[config.mk]
export PLATFORM = sky130hd
export DESIGN_NAME = wave_acq_ctrl
export DESIGN_NICKNAME = d
export VERILOG_FILES = /design/src/rtl/wave_acq_pkg.sv /design/src/rtl/rep_timer.sv /design/src/rtl/wave_acq_ctrl.sv
export SDC_FILE = /design/constraint.sdc
export NUM_CORES = 1
export LEC_CHECK = 0
export CAP_MARGIN = 5
export CORE_MARGIN = 2
export CORE_UTILIZATION = 45
export DETAILED_ROUTE_END_ITERATION = 7
export PLACE_DENSITY = 0.7
export SLEW_MARGIN = 20
export SYNTH_ARGS = -nofsm -noshare
export SYNTH_HDL_FRONTEND = slang
export SYNTH_SLANG_ARGS = --single-unit
[constraint.sdc]
create_clock -name i_clk -period 7.7 [get_ports i_clk]
set_input_delay 1.155 -clock i_clk [delete_from_list [all_inputs] [get_ports i_clk]]
set_output_delay 1.155 -clock i_clk [all_outputs]
set_load 0.02 [all_outputs]
[src/rtl/wave_acq_pkg.sv]
// Shared widths and the shot sequencer state encoding for the wave acquisition block.
package wave_acq_pkg;

  localparam int PERIOD_W = 24;
  localparam int DELAY_W  = 16;
  localparam int PW_W     = 8;
  localparam int SIZE_W   = 12;
  localparam int DATA_W   = 8;
  localparam int CNT_W    = 16;

  typedef enum logic [1:0] {
    IDLE,
    PULSE,
    DELAY,
    CAPTURE
  } state_t;

endpackage

[src/rtl/rep_timer.sv]
// Repetition timer: registered one-clock tick every period+1 clocks while enabled.
module rep_timer #(
  parameter int PERIOD_W = wave_acq_pkg::PERIOD_W
) (
  input  logic                i_clk,
  input  logic                i_rst_n,
  input  logic                enable,
  input  logic [PERIOD_W-1:0] period,
  output logic                tick
);

  logic [PERIOD_W-1:0] cnt;

  // Counter restarts from zero whenever enable drops, so the first tick after
  // enabling lands a full period later.
  always_ff @(posedge i_clk or negedge i_rst_n) begin
    if (!i_rst_n) begin
      cnt  <= '0;
      tick <= 1'b0;
    end else if (!enable) begin
      cnt  <= '0;
      tick <= 1'b0;
    end else if (cnt == period) begin
      cnt  <= '0;
      tick <= 1'b1;
    end else begin
      cnt  <= cnt + 1'b1;
      tick <= 1'b0;
    end
  end

endmodule

[src/rtl/wave_acq_ctrl.sv]
// Ultrasonic shot sequencer: tick -> pulse -> echo delay -> one whole wave into the FIFO.
module wave_acq_ctrl
  import wave_acq_pkg::*;
#(
  parameter int PERIOD_W = wave_acq_pkg::PERIOD_W,
  parameter int DELAY_W  = wave_acq_pkg::DELAY_W,
  parameter int PW_W     = wave_acq_pkg::PW_W,
  parameter int SIZE_W   = wave_acq_pkg::SIZE_W,
  parameter int DATA_W   = wave_acq_pkg::DATA_W,
  parameter int CNT_W    = wave_acq_pkg::CNT_W
) (
  input  logic                i_clk,
  input  logic                i_rst_n,
  input  logic                i_enable,
  input  logic [PERIOD_W-1:0] i_period,
  input  logic [PW_W-1:0]     i_pulse_width,
  input  logic [DELAY_W-1:0]  i_delay,
  input  logic [SIZE_W-1:0]   i_wave_size_dec,
  input  logic [DATA_W-1:0]   i_adc_data,
  input  logic                i_fifo_full,
  output logic                o_pulse,
  output logic                o_fifo_wr,
  output logic [DATA_W-1:0]   o_fifo_data,
  output logic [SIZE_W-1:0]   o_wave_size_dec,
  output logic                o_busy,
  output logic [CNT_W-1:0]    o_wave_cnt,
  output logic [CNT_W-1:0]    o_drop_cnt
);

  state_t             state;
  logic               tick;
  logic               drop;
  logic [PW_W-1:0]    pulse_cnt;
  logic [DELAY_W-1:0] delay_cnt;
  logic [SIZE_W-1:0]  write_cnt;

  rep_timer #(.PERIOD_W(PERIOD_W)) u_rep_timer (
    .i_clk   (i_clk),
    .i_rst_n (i_rst_n),
    .enable  (i_enable),
    .period  (i_period),
    .tick    (tick)
  );

  // A tick is lost either to an overrun or to a FIFO with no free wave slot.
  assign drop   = tick && ((state != IDLE) || i_fifo_full);
  assign o_busy = (state != IDLE);

  always_ff @(posedge i_clk or negedge i_rst_n) begin
    if (!i_rst_n) begin
      state           <= IDLE;
      pulse_cnt       <= '0;
      delay_cnt       <= '0;
      write_cnt       <= '0;
      o_pulse         <= 1'b0;
      o_fifo_wr       <= 1'b0;
      o_fifo_data     <= '0;
      o_wave_size_dec <= '0;
      o_wave_cnt      <= '0;
      o_drop_cnt      <= '0;
    end else begin
      o_fifo_data <= i_adc_data;
      if (drop && (o_drop_cnt != '1)) begin
        o_drop_cnt <= o_drop_cnt + 1'b1;
      end
      unique case (state)
        IDLE: begin
          if (!i_enable) begin
            o_wave_size_dec <= i_wave_size_dec;
          end
          if (tick && !i_fifo_full) begin
            state     <= PULSE;
            o_pulse   <= 1'b1;
            pulse_cnt <= (i_pulse_width == '0) ? '0 : i_pulse_width - 1'b1;
          end
        end
        PULSE: begin
          if (pulse_cnt == '0) begin
            o_pulse <= 1'b0;
            if (i_delay == '0) begin
              state     <= CAPTURE;
              o_fifo_wr <= 1'b1;
              write_cnt <= o_wave_size_dec;
            end else begin
              state     <= DELAY;
              delay_cnt <= i_delay - 1'b1;
            end
          end else begin
            pulse_cnt <= pulse_cnt - 1'b1;
          end
        end
        DELAY: begin
          if (delay_cnt == '0) begin
            state     <= CAPTURE;
            o_fifo_wr <= 1'b1;
            write_cnt <= o_wave_size_dec;
          end else begin
            delay_cnt <= delay_cnt - 1'b1;
          end
        end
        CAPTURE: begin
          if (write_cnt == '0) begin
            state      <= IDLE;
            o_fifo_wr  <= 1'b0;
            o_wave_cnt <= o_wave_cnt + 1'b1;
          end else begin
            write_cnt <= write_cnt - 1'b1;
          end
        end
        default: state <= IDLE;
      endcase
    end
  end

endmodule

==> metrics.txt, run 1 <==
# TYPE chip_impl_metric gauge
chip_impl_info{name="critical_path.cell_chain",value="clkdlybuf4s50_1 -> or4_4 -> or3_4 -> o21ai_4 -> nand3_2 -> nor2_1 -> o221a_2"} 1
chip_impl_info{name="netlist_top_cells_count",value="sky130_fd_sc_hd__dfrtp_1 (117), sky130_fd_sc_hd__nor2_1 (70), sky130_fd_sc_hd__xnor2_1 (50)"} 1
chip_impl_metric{name="ioPinCount",unit=""} 127
chip_impl_metric{name="critical_path_peak_fanout",unit=""} 17
chip_impl_info{name="setup_crit_path_kind",value="primary input to flip-flop"} 1
chip_impl_info{name="post_synth_main_area_contributors",value="sky130_fd_sc_hd__dfrtp_1 (44%), sky130_fd_sc_hd__xnor2_1 (6.5%), sky130_fd_sc_hd__xor2_1 (5.4%)"} 1
chip_impl_info{name="grt_setup_unrepaired",value="false"} 1
chip_impl_metric{name="initial_utilization",unit="%"} 46.10
chip_impl_metric{name="cts.path.max_buffers",unit=""} 2
chip_impl_metric{name="largest_net_degree_at_the_start_of_global_routing",unit=""} 69
chip_impl_metric{name="syn_inst",unit=""} 697
chip_impl_metric{name="area_growth_from_synthesis_to_layout",unit="%"} 31.00
chip_impl_metric{name="viasPerCell",unit=""} 5.658
chip_impl_metric{name="port_buffers",unit=""} 126
chip_impl_metric{name="power.net_switching",unit="uW"} 475.5
chip_impl_metric{name="p_leak",unit="uW"} 0.003586
chip_impl_metric{name="layout_setup_ws",unit="ps"} 4193
chip_impl_metric{name="comb_power_share",unit="%"} 12.4
chip_impl_metric{name="row_count",unit=""} 44
chip_impl_metric{name="detailroute.via_count",unit=""} 5771
chip_impl_metric{name="cts.sink_count",unit=""} 117
chip_impl_metric{name="routed_wire_length_per_instance",unit="um"} 16.30
chip_impl_metric{name="design.die.area",unit="mm^2"} 0.01588
chip_impl_metric{name="gp_congestion",unit=""} 0.8777
chip_impl_metric{name="ir_drop",unit="V"} 0.0001546
chip_impl_metric{name="synth.yosys.seq_area_share",unit="%"} 43.70
chip_impl_metric{name="synth_top_cell_area_share",unit="%"} 43.70
chip_impl_metric{name="grt_pass1_wl",unit="um"} 28030
chip_impl_metric{name="detailed_place.area",unit="mm^2"} 0.008124
chip_impl_metric{name="fin_skew",unit="ps"} 10.44
chip_impl_metric{name="yosys_register_bits",unit=""} 117
chip_impl_metric{name="share_of_total_power_in_the_clock_network",unit="%"} 47.8
chip_impl_metric{name="cell_internal_pwr",unit="uW"} 1364
chip_impl_metric{name="post_cts_resize_count",unit=""} 0
chip_impl_metric{name="synth_simple_gate_area_share",unit="%"} 22.28
chip_impl_metric{name="numCtsBuffers",unit=""} 17
chip_impl_metric{name="design_area",unit="mm^2"} 0.008777
chip_impl_metric{name="synth-compound-area-share",unit="%"} 13.46
chip_impl_info{name="run_status",value="finished clean"} 1
chip_impl_metric{name="tns",unit="ps"} 0
chip_impl_metric{name="slew_viols_final",unit=""} 0
chip_impl_metric{name="grt_overflow",unit=""} 0
chip_impl_metric{name="die_w",unit="um"} 126.0
chip_impl_info{name="clock_tree.root_cell",value="sky130_fd_sc_hd__clkbuf_16"} 1
chip_impl_metric{name="postRouteWirelength",unit="um"} 16630
chip_impl_metric{name="post_synth_fa_ha_maj_area_fraction",unit="%"} 2.614
chip_impl_metric{name="crit_required",unit="ps"} 8050
chip_impl_metric{name="grt.total_usage",unit="%"} 21.47
chip_impl_metric{name="pwr-share-seq",unit="%"} 39.8
chip_impl_metric{name="path_clk_slew",unit="ps"} 60
chip_impl_info{name="cp-start-kind",value="primary input"} 1
chip_impl_metric{name="max-cap-violations",unit=""} 0
chip_impl_info{name="worstSetupEndpointType",value="flip-flop"} 1
chip_impl_metric{name="rel_slew_slack",unit="%"} 41.80
chip_impl_metric{name="drive_gt1_share",unit="%"} 9.809
chip_impl_metric{name="worst_path_largest_cell_delay",unit="ps"} 580
chip_impl_info{name="tritoncts",value="yes"} 1
chip_impl_metric{name="detail_route.iter0.violations",unit=""} 532
chip_impl_info{name="classification_of_the_worst_slack_hold_path",value="flip-flop to flip-flop"} 1
chip_impl_metric{name="power_density",unit="mW/mm^2"} 209.5
chip_impl_metric{name="remaining_drc_errors",unit=""} 0
chip_impl_metric{name="synth.yosys.warnings",unit=""} 0
chip_impl_metric{name="finalSetupViolations",unit=""} 0
chip_impl_metric{name="ctsHtreeMaxLevel",unit=""} 4
chip_impl_metric{name="post_synthesis_cell_area",unit="mm^2"} 0.006700
chip_impl_metric{name="antenna_violating_nets_remaining",unit=""} 0
chip_impl_metric{name="dp_slack",unit="ps"} 3804
chip_impl_metric{name="synth-async-reset-ratio",unit="%"} 100.0
chip_impl_metric{name="post-cts-setup-buffers",unit=""} 0
chip_impl_metric{name="fmax",unit="GHz"} 0.2852
chip_impl_metric{name="cp.buffers_inverters",unit=""} 1
chip_impl_info{name="main_combinational_cell_family_by_area_after_synthesis",value="simple AND/OR/NAND/NOR gates"} 1
chip_impl_metric{name="synth_enable_flop_cells",unit=""} 0
chip_impl_metric{name="design.final.nets",unit=""} 909
chip_impl_info{name="synth_most_common_cell",value="sky130_fd_sc_hd__dfrtp_1"} 1
chip_impl_info{name="critical-path-top-delay-family",value="simple AND/OR/NAND/NOR gates"} 1
chip_impl_metric{name="hold_violations",unit=""} 0
chip_impl_metric{name="yosys.area_share.xor_xnor",unit="%"} 11.90
chip_impl_metric{name="insertion_delay",unit="ps"} 410
chip_impl_metric{name="core-area",unit="mm^2"} 0.01453
chip_impl_metric{name="mappedNetlistNets",unit=""} 783
chip_impl_metric{name="synthesis.area_per_instance",unit="um^2"} 9.613
chip_impl_metric{name="firstDrtPassIters",unit=""} 5
chip_impl_info{name="netlist.top_cell.by_area",value="sky130_fd_sc_hd__dfrtp_1"} 1
chip_impl_info{name="critPathSlowestCell",value="sky130_fd_sc_hd__or4_4"} 1
chip_impl_metric{name="p_sw_share",unit="%"} 25.85
chip_impl_metric{name="synthDistinctLibCells",unit=""} 67
chip_impl_metric{name="min_hold_slack",unit="ps"} 463.0
chip_impl_metric{name="worst_slew_pin_slew",unit="ps"} 873.0
chip_impl_metric{name="timing.critical_path.arrival",unit="ps"} 3850
chip_impl_metric{name="postCtsHoldBufs",unit=""} 0
chip_impl_metric{name="synth.mux.area_fraction",unit="%"} 3.119
chip_impl_metric{name="antenna_cells_inserted",unit=""} 0
chip_impl_metric{name="post-dp-hpwl",unit="um"} 11850
chip_impl_metric{name="die_height",unit="um"} 126.0
chip_impl_metric{name="final_min_period",unit="ps"} 3507
chip_impl_metric{name="grt_antenna_before_repair",unit=""} 0
chip_impl_info{name="synth_ff_type",value="sky130_fd_sc_hd__dfrtp_1"} 1
chip_impl_metric{name="first_global_vias",unit=""} 5773
chip_impl_metric{name="final_min_period_over_clock_period",unit="%"} 45.54
-- logic make-up after synthesis --
kind of cell | count (synthesis)
xor gates and xnor gates | 91
DFF | 117
and+or+nand+nor | 284
adders and majority gates | 14
muxes | 19
buffers and inverters | 50
AOI/OAI and AO/OA | 122
-- registers in the layout, indices dropped and copies added, names as in the netlist --
register,flops
o_fifo_data,8
u_rep_timer.tick,1
write_cnt,12
o_wave_cnt,16
state,2
o_fifo_wr,1
o_drop_cnt,16
u_rep_timer.cnt,24
o_pulse,1
delay_cnt,16
o_wave_size_dec,12
pulse_cnt,8
-- power by group through the flow --
stage	registers (uW)	clock network (uW)	logic [uW]
detailed placement	741	0	229
global route	741	920	251
CTS	732	888	230
finish	733	878	228
global placement	738	0	220
floorplan	738	0	111
-- cell type report --
class | count | area [um^2]
fill | 1235 | 5757
multi-input combinational | 530 | 3578
sequential | 117 | 2928
timing repair buffer | 130 | 1289
clock buffer | 17 | 425.4
tap | 184 | 230.2
clock inverter | 15 | 225.2
inverter | 27 | 101.3
-- cells in the final DEF, fill, tap and decap left out, types with 5 or more instances in the layout --
cell type	instances
sky130_fd_sc_hd__clkdlybuf4s50_1	125
sky130_fd_sc_hd__dfrtp_1	117
sky130_fd_sc_hd__nor2_1	69
sky130_fd_sc_hd__xnor2_1	50
sky130_fd_sc_hd__nand2_1	47
sky130_fd_sc_hd__xor2_1	41
sky130_fd_sc_hd__nor3_1	37
sky130_fd_sc_hd__nand3_1	29
sky130_fd_sc_hd__inv_1	26
sky130_fd_sc_hd__o21ai_0	26
sky130_fd_sc_hd__a21oi_1	26
sky130_fd_sc_hd__nand4_1	18
sky130_fd_sc_hd__clkbuf_16	17
sky130_fd_sc_hd__mux2_2	15
sky130_fd_sc_hd__and3_1	14
sky130_fd_sc_hd__ha_1	14
sky130_fd_sc_hd__nor4_1	11
sky130_fd_sc_hd__nand2b_1	8
sky130_fd_sc_hd__or4_1	7
sky130_fd_sc_hd__or2_2	7
sky130_fd_sc_hd__and2_1	6
sky130_fd_sc_hd__and4_1	6
sky130_fd_sc_hd__o31ai_1	6
sky130_fd_sc_hd__o22ai_1	6
sky130_fd_sc_hd__a221oi_1	6
sky130_fd_sc_hd__nor3b_1	5
sky130_fd_sc_hd__o221ai_1	5
sky130_fd_sc_hd__a2bb2oi_1	5
sky130_fd_sc_hd__bufinv_16	5
sky130_fd_sc_hd__buf_4	5
-- metal layers --
metal,part of all wire [%],wire length (um),vias to the layer above,track usage (%)
li1,-,-,2775,-
met1,46,7659,2813,28.90
met2,48,7971,164,35.10
met3,5.0,831,19,4.885
met4,0.97,161,0,5.818
met5,0,0,-,0
-- through the flow --
| stage | power, uW | instances | utilization [%] |
|---|---|---|---|
| after CTS | 1850 | 1020 | 60.37 |
| after global placement | 957.3 | 988 | 55.90 |
| after floorplan | 849.4 | 697 | - |
| after detailed placement | 970.2 | 988 | 55.90 |
| final | 1839 | 1020 | 60.39 |
| after global routing | 1912 | 1020 | 60.39 |
-- final timing paths --
| check | startpoint | to | slack (ps) | depth (start not counted) |
|---|---|---|---|---|
| worst max-delay path | i_delay[2] | write_cnt[10] | 4190 | 7 |
| worst min-delay path | o_wave_cnt[15] | o_wave_cnt[15] | 460 | 1 |
| worst max register to register | state[0] | delay_cnt[14] | 4690 | 9 |
| worst min register to register | o_wave_cnt[15] | o_wave_cnt[15] | 460 | 1 |
| max in group asynchronous | i_rst_n | pulse_cnt[0] | 5590 | 2 |
| min in group asynchronous | i_rst_n | u_rep_timer.cnt[9] | 770 | 1 |
(Power assumes the default switching activity.)
==> run 2: changes to the inputs <==
clock period = 3.65 ns   (was 7.7 ns; I/O delays follow)
==> run 2 against run 1 <==
Wire length shrank 1.2%. Critical path depth grew 2. Clock skew shrank 0.99 ps. Worst setup slack lost 3500 ps. Sequential share of layout area grew 0.15 points. Critical endpoint is now delay_cnt[8].
==> metrics.txt, run 2 (same netlist as run 1, synthesis figures left out) <==
# TYPE chip_impl_metric gauge
chip_impl_info{name="run_status",value="finished clean"} 1
chip_impl_metric{name="comb_power_share",unit="%"} 13.3
chip_impl_metric{name="final_min_period_over_clock_period",unit="%"} 80.24
chip_impl_metric{name="port_buffers",unit=""} 126
chip_impl_metric{name="grt_antenna_before_repair",unit=""} 0
chip_impl_metric{name="path_clk_slew",unit="ps"} 60
chip_impl_metric{name="die_w",unit="um"} 126.0
chip_impl_metric{name="design.final.nets",unit=""} 913
chip_impl_metric{name="max-cap-violations",unit=""} 0
chip_impl_metric{name="post-dp-hpwl",unit="um"} 12120
chip_impl_metric{name="p_leak",unit="uW"} 0.003561
chip_impl_metric{name="gp_congestion",unit=""} 0.8853
chip_impl_metric{name="fin_skew",unit="ps"} 9.444
chip_impl_metric{name="routed_wire_length_per_instance",unit="um"} 16.05
chip_impl_metric{name="insertion_delay",unit="ps"} 420
chip_impl_metric{name="fmax",unit="GHz"} 0.3415
chip_impl_metric{name="pwr-share-seq",unit="%"} 42.6
chip_impl_metric{name="total_power",unit="uW"} 3627
chip_impl_metric{name="ioPinCount",unit=""} 127
chip_impl_metric{name="die_height",unit="um"} 126.0
chip_impl_metric{name="rel_slew_slack",unit="%"} 44.04
chip_impl_metric{name="initial_utilization",unit="%"} 46.10
chip_impl_metric{name="critical_path_peak_fanout",unit=""} 8
chip_impl_metric{name="finish.cell_count_without_fillers",unit=""} 1024
chip_impl_info{name="cp-start-kind",value="flip-flop"} 1
chip_impl_info{name="register_with_the_most_flip_flops",value="u_rep_timer.cnt"} 1
chip_impl_metric{name="core-area",unit="mm^2"} 0.01453
chip_impl_metric{name="worst_slew_pin_slew",unit="ps"} 839.5
chip_impl_metric{name="share_of_total_power_in_the_clock_network",unit="%"} 44.1
chip_impl_metric{name="ctsHtreeMaxLevel",unit=""} 4
chip_impl_metric{name="timing.critical_path.arrival",unit="ps"} 3200
chip_impl_metric{name="dp_cells",unit=""} 992
chip_impl_metric{name="antenna_violating_nets_remaining",unit=""} 0
chip_impl_info{name="layout.cells.most_common",value="sky130_fd_sc_hd__clkdlybuf4s50_1"} 1
chip_impl_metric{name="post-cts-setup-buffers",unit=""} 0
chip_impl_metric{name="cts.sink_count",unit=""} 117
chip_impl_metric{name="postRouteWirelength",unit="um"} 16430
chip_impl_info{name="most-common-layout-cells",value="sky130_fd_sc_hd__clkdlybuf4s50_1 (125), sky130_fd_sc_hd__dfrtp_1 (117), sky130_fd_sc_hd__nor2_1 (70)"} 1
chip_impl_metric{name="detail_route.iter0.violations",unit=""} 309
chip_impl_metric{name="firstDrtPassIters",unit=""} 5
chip_impl_metric{name="crit_required",unit="ps"} 3920
chip_impl_metric{name="power.net_switching",unit="uW"} 1014
chip_impl_metric{name="hold_violations",unit=""} 0
chip_impl_metric{name="grt_overflow",unit=""} 0
chip_impl_metric{name="antenna_cells_inserted",unit=""} 0
chip_impl_metric{name="p_sw_share",unit="%"} 27.97
chip_impl_metric{name="power_density",unit="mW/mm^2"} 415.0
chip_impl_metric{name="grt.total_usage",unit="%"} 21.13
chip_impl_metric{name="final_min_period",unit="ps"} 2929
chip_impl_metric{name="post_cts_resize_count",unit=""} 0
chip_impl_metric{name="drive_gt1_share",unit="%"} 10.12
chip_impl_info{name="tritoncts",value="yes"} 1
chip_impl_metric{name="row_count",unit=""} 44
chip_impl_metric{name="detailroute.via_count",unit=""} 5814
chip_impl_metric{name="remaining_drc_errors",unit=""} 0
chip_impl_metric{name="grt_pass1_wl",unit="um"} 27630
chip_impl_info{name="classification_of_the_worst_slack_hold_path",value="primary input to asynchronous set/reset pin"} 1
chip_impl_metric{name="design.die.area",unit="mm^2"} 0.01588
chip_impl_metric{name="postCtsHoldBufs",unit=""} 0
chip_impl_info{name="clock_tree.root_cell",value="sky130_fd_sc_hd__clkbuf_16"} 1
chip_impl_metric{name="ir_drop",unit="V"} 0.0003352
chip_impl_metric{name="area_growth_from_synthesis_to_layout",unit="%"} 30.42
chip_impl_info{name="setup_crit_path_kind",value="flip-flop to flip-flop"} 1
chip_impl_metric{name="first_global_vias",unit=""} 5813
chip_impl_metric{name="viasPerCell",unit=""} 5.678
chip_impl_info{name="grt_setup_unrepaired",value="false"} 1
chip_impl_metric{name="tns",unit="ps"} 0
chip_impl_metric{name="min_hold_slack",unit="ps"} 181.0
chip_impl_metric{name="numCtsBuffers",unit=""} 17
chip_impl_metric{name="slew_viols_final",unit=""} 0
chip_impl_metric{name="largest_register_ff_count",unit=""} 24
chip_impl_info{name="worstSetupEndpointType",value="flip-flop"} 1
chip_impl_metric{name="finalSetupViolations",unit=""} 0
chip_impl_metric{name="cell_internal_pwr",unit="uW"} 2613
chip_impl_metric{name="cts.path.max_buffers",unit=""} 2
chip_impl_metric{name="largest_net_degree_at_the_start_of_global_routing",unit=""} 65
==> run 2: cell types whose count changed in the layout (fill, tap and decap cells not counted), sizes merged <==
cell      change
bufinv        -4
inv           +2
clkinvlp      +3
clkinv        -1
buf           +4
==> run 2: layer usage <==
| layer | up-vias | routed length (um) | global-route usage, % |
|---|---|---|---|
| met3 | 13 | 966 | 5.183 |
| met2 | 167 | 7930 | 34.88 |
| met1 | 2845 | 7414 | 28.12 |
| li1 | 2789 | - | - |
| met5 | - | 0 | 0 |
| met4 | 0 | 121 | 5.236 |
==> run 2: power groups by stage <==
stage               registers (uW)  logic (uW)  clock network, uW
floorplan                     1560         234                  0
global placement              1560         466                  0
detailed placement            1560         487                  0
CTS                           1540         487               1630
global route                  1560         535               1690
finish                        1550         483               1600
==> run 2: layout make-up <==
cell class                      count  area, um^2
Timing Repair Buffer              134        1331
Tap cell                          184       230.2
Inverter                           27       101.3
Multi-Input combinational cell    530        3576
Fill cell                        1222        5796
Clock inverter                     15       146.4
Sequential cell                   117        2928
Clock buffer                       17       425.4
==> run 2: worst paths after layout <==
kind                            depth (start not counted)  slack, ps            endpoint           start
max in group asynchronous                               2       2670        pulse_cnt[7]         i_rst_n
worst max-delay path                                    9        720        delay_cnt[8]        state[0]
worst max register to register                          9        720        delay_cnt[8]        state[0]
min in group i_clk                                      1        460      o_wave_cnt[15]  o_wave_cnt[15]
worst min-delay path                                    1        180  u_rep_timer.cnt[9]         i_rst_n
worst min register to register                          1        460      o_wave_cnt[15]  o_wave_cnt[15]
==> run 2: critical path, cell delays in order, from the launching register on <==
cell and delay (ps):
sky130_fd_sc_hd__dfrtp_1 430, sky130_fd_sc_hd__inv_1 110, sky130_fd_sc_hd__ha_1 380, sky130_fd_sc_hd__mux2i_1 310, sky130_fd_sc_hd__ha_1 280, sky130_fd_sc_hd__o221ai_1 370, sky130_fd_sc_hd__or2_2 440, sky130_fd_sc_hd__and2_1 170
sky130_fd_sc_hd__a21oi_1 140, sky130_fd_sc_hd__o221ai_1 150
==> run 2: metrics by stage <==
step | util, % | area, um^2 | setup WS (ps)
after global routing | 60.12 | 8738 | 451.8
after CTS | 60.12 | 8738 | 727.8
after floorplan | - | 6700 | 434.7
after global placement | 56.19 | 8167 | 540.2
after detailed placement | 56.19 | 8167 | 449.8
final | 60.12 | 8738 | 721.4
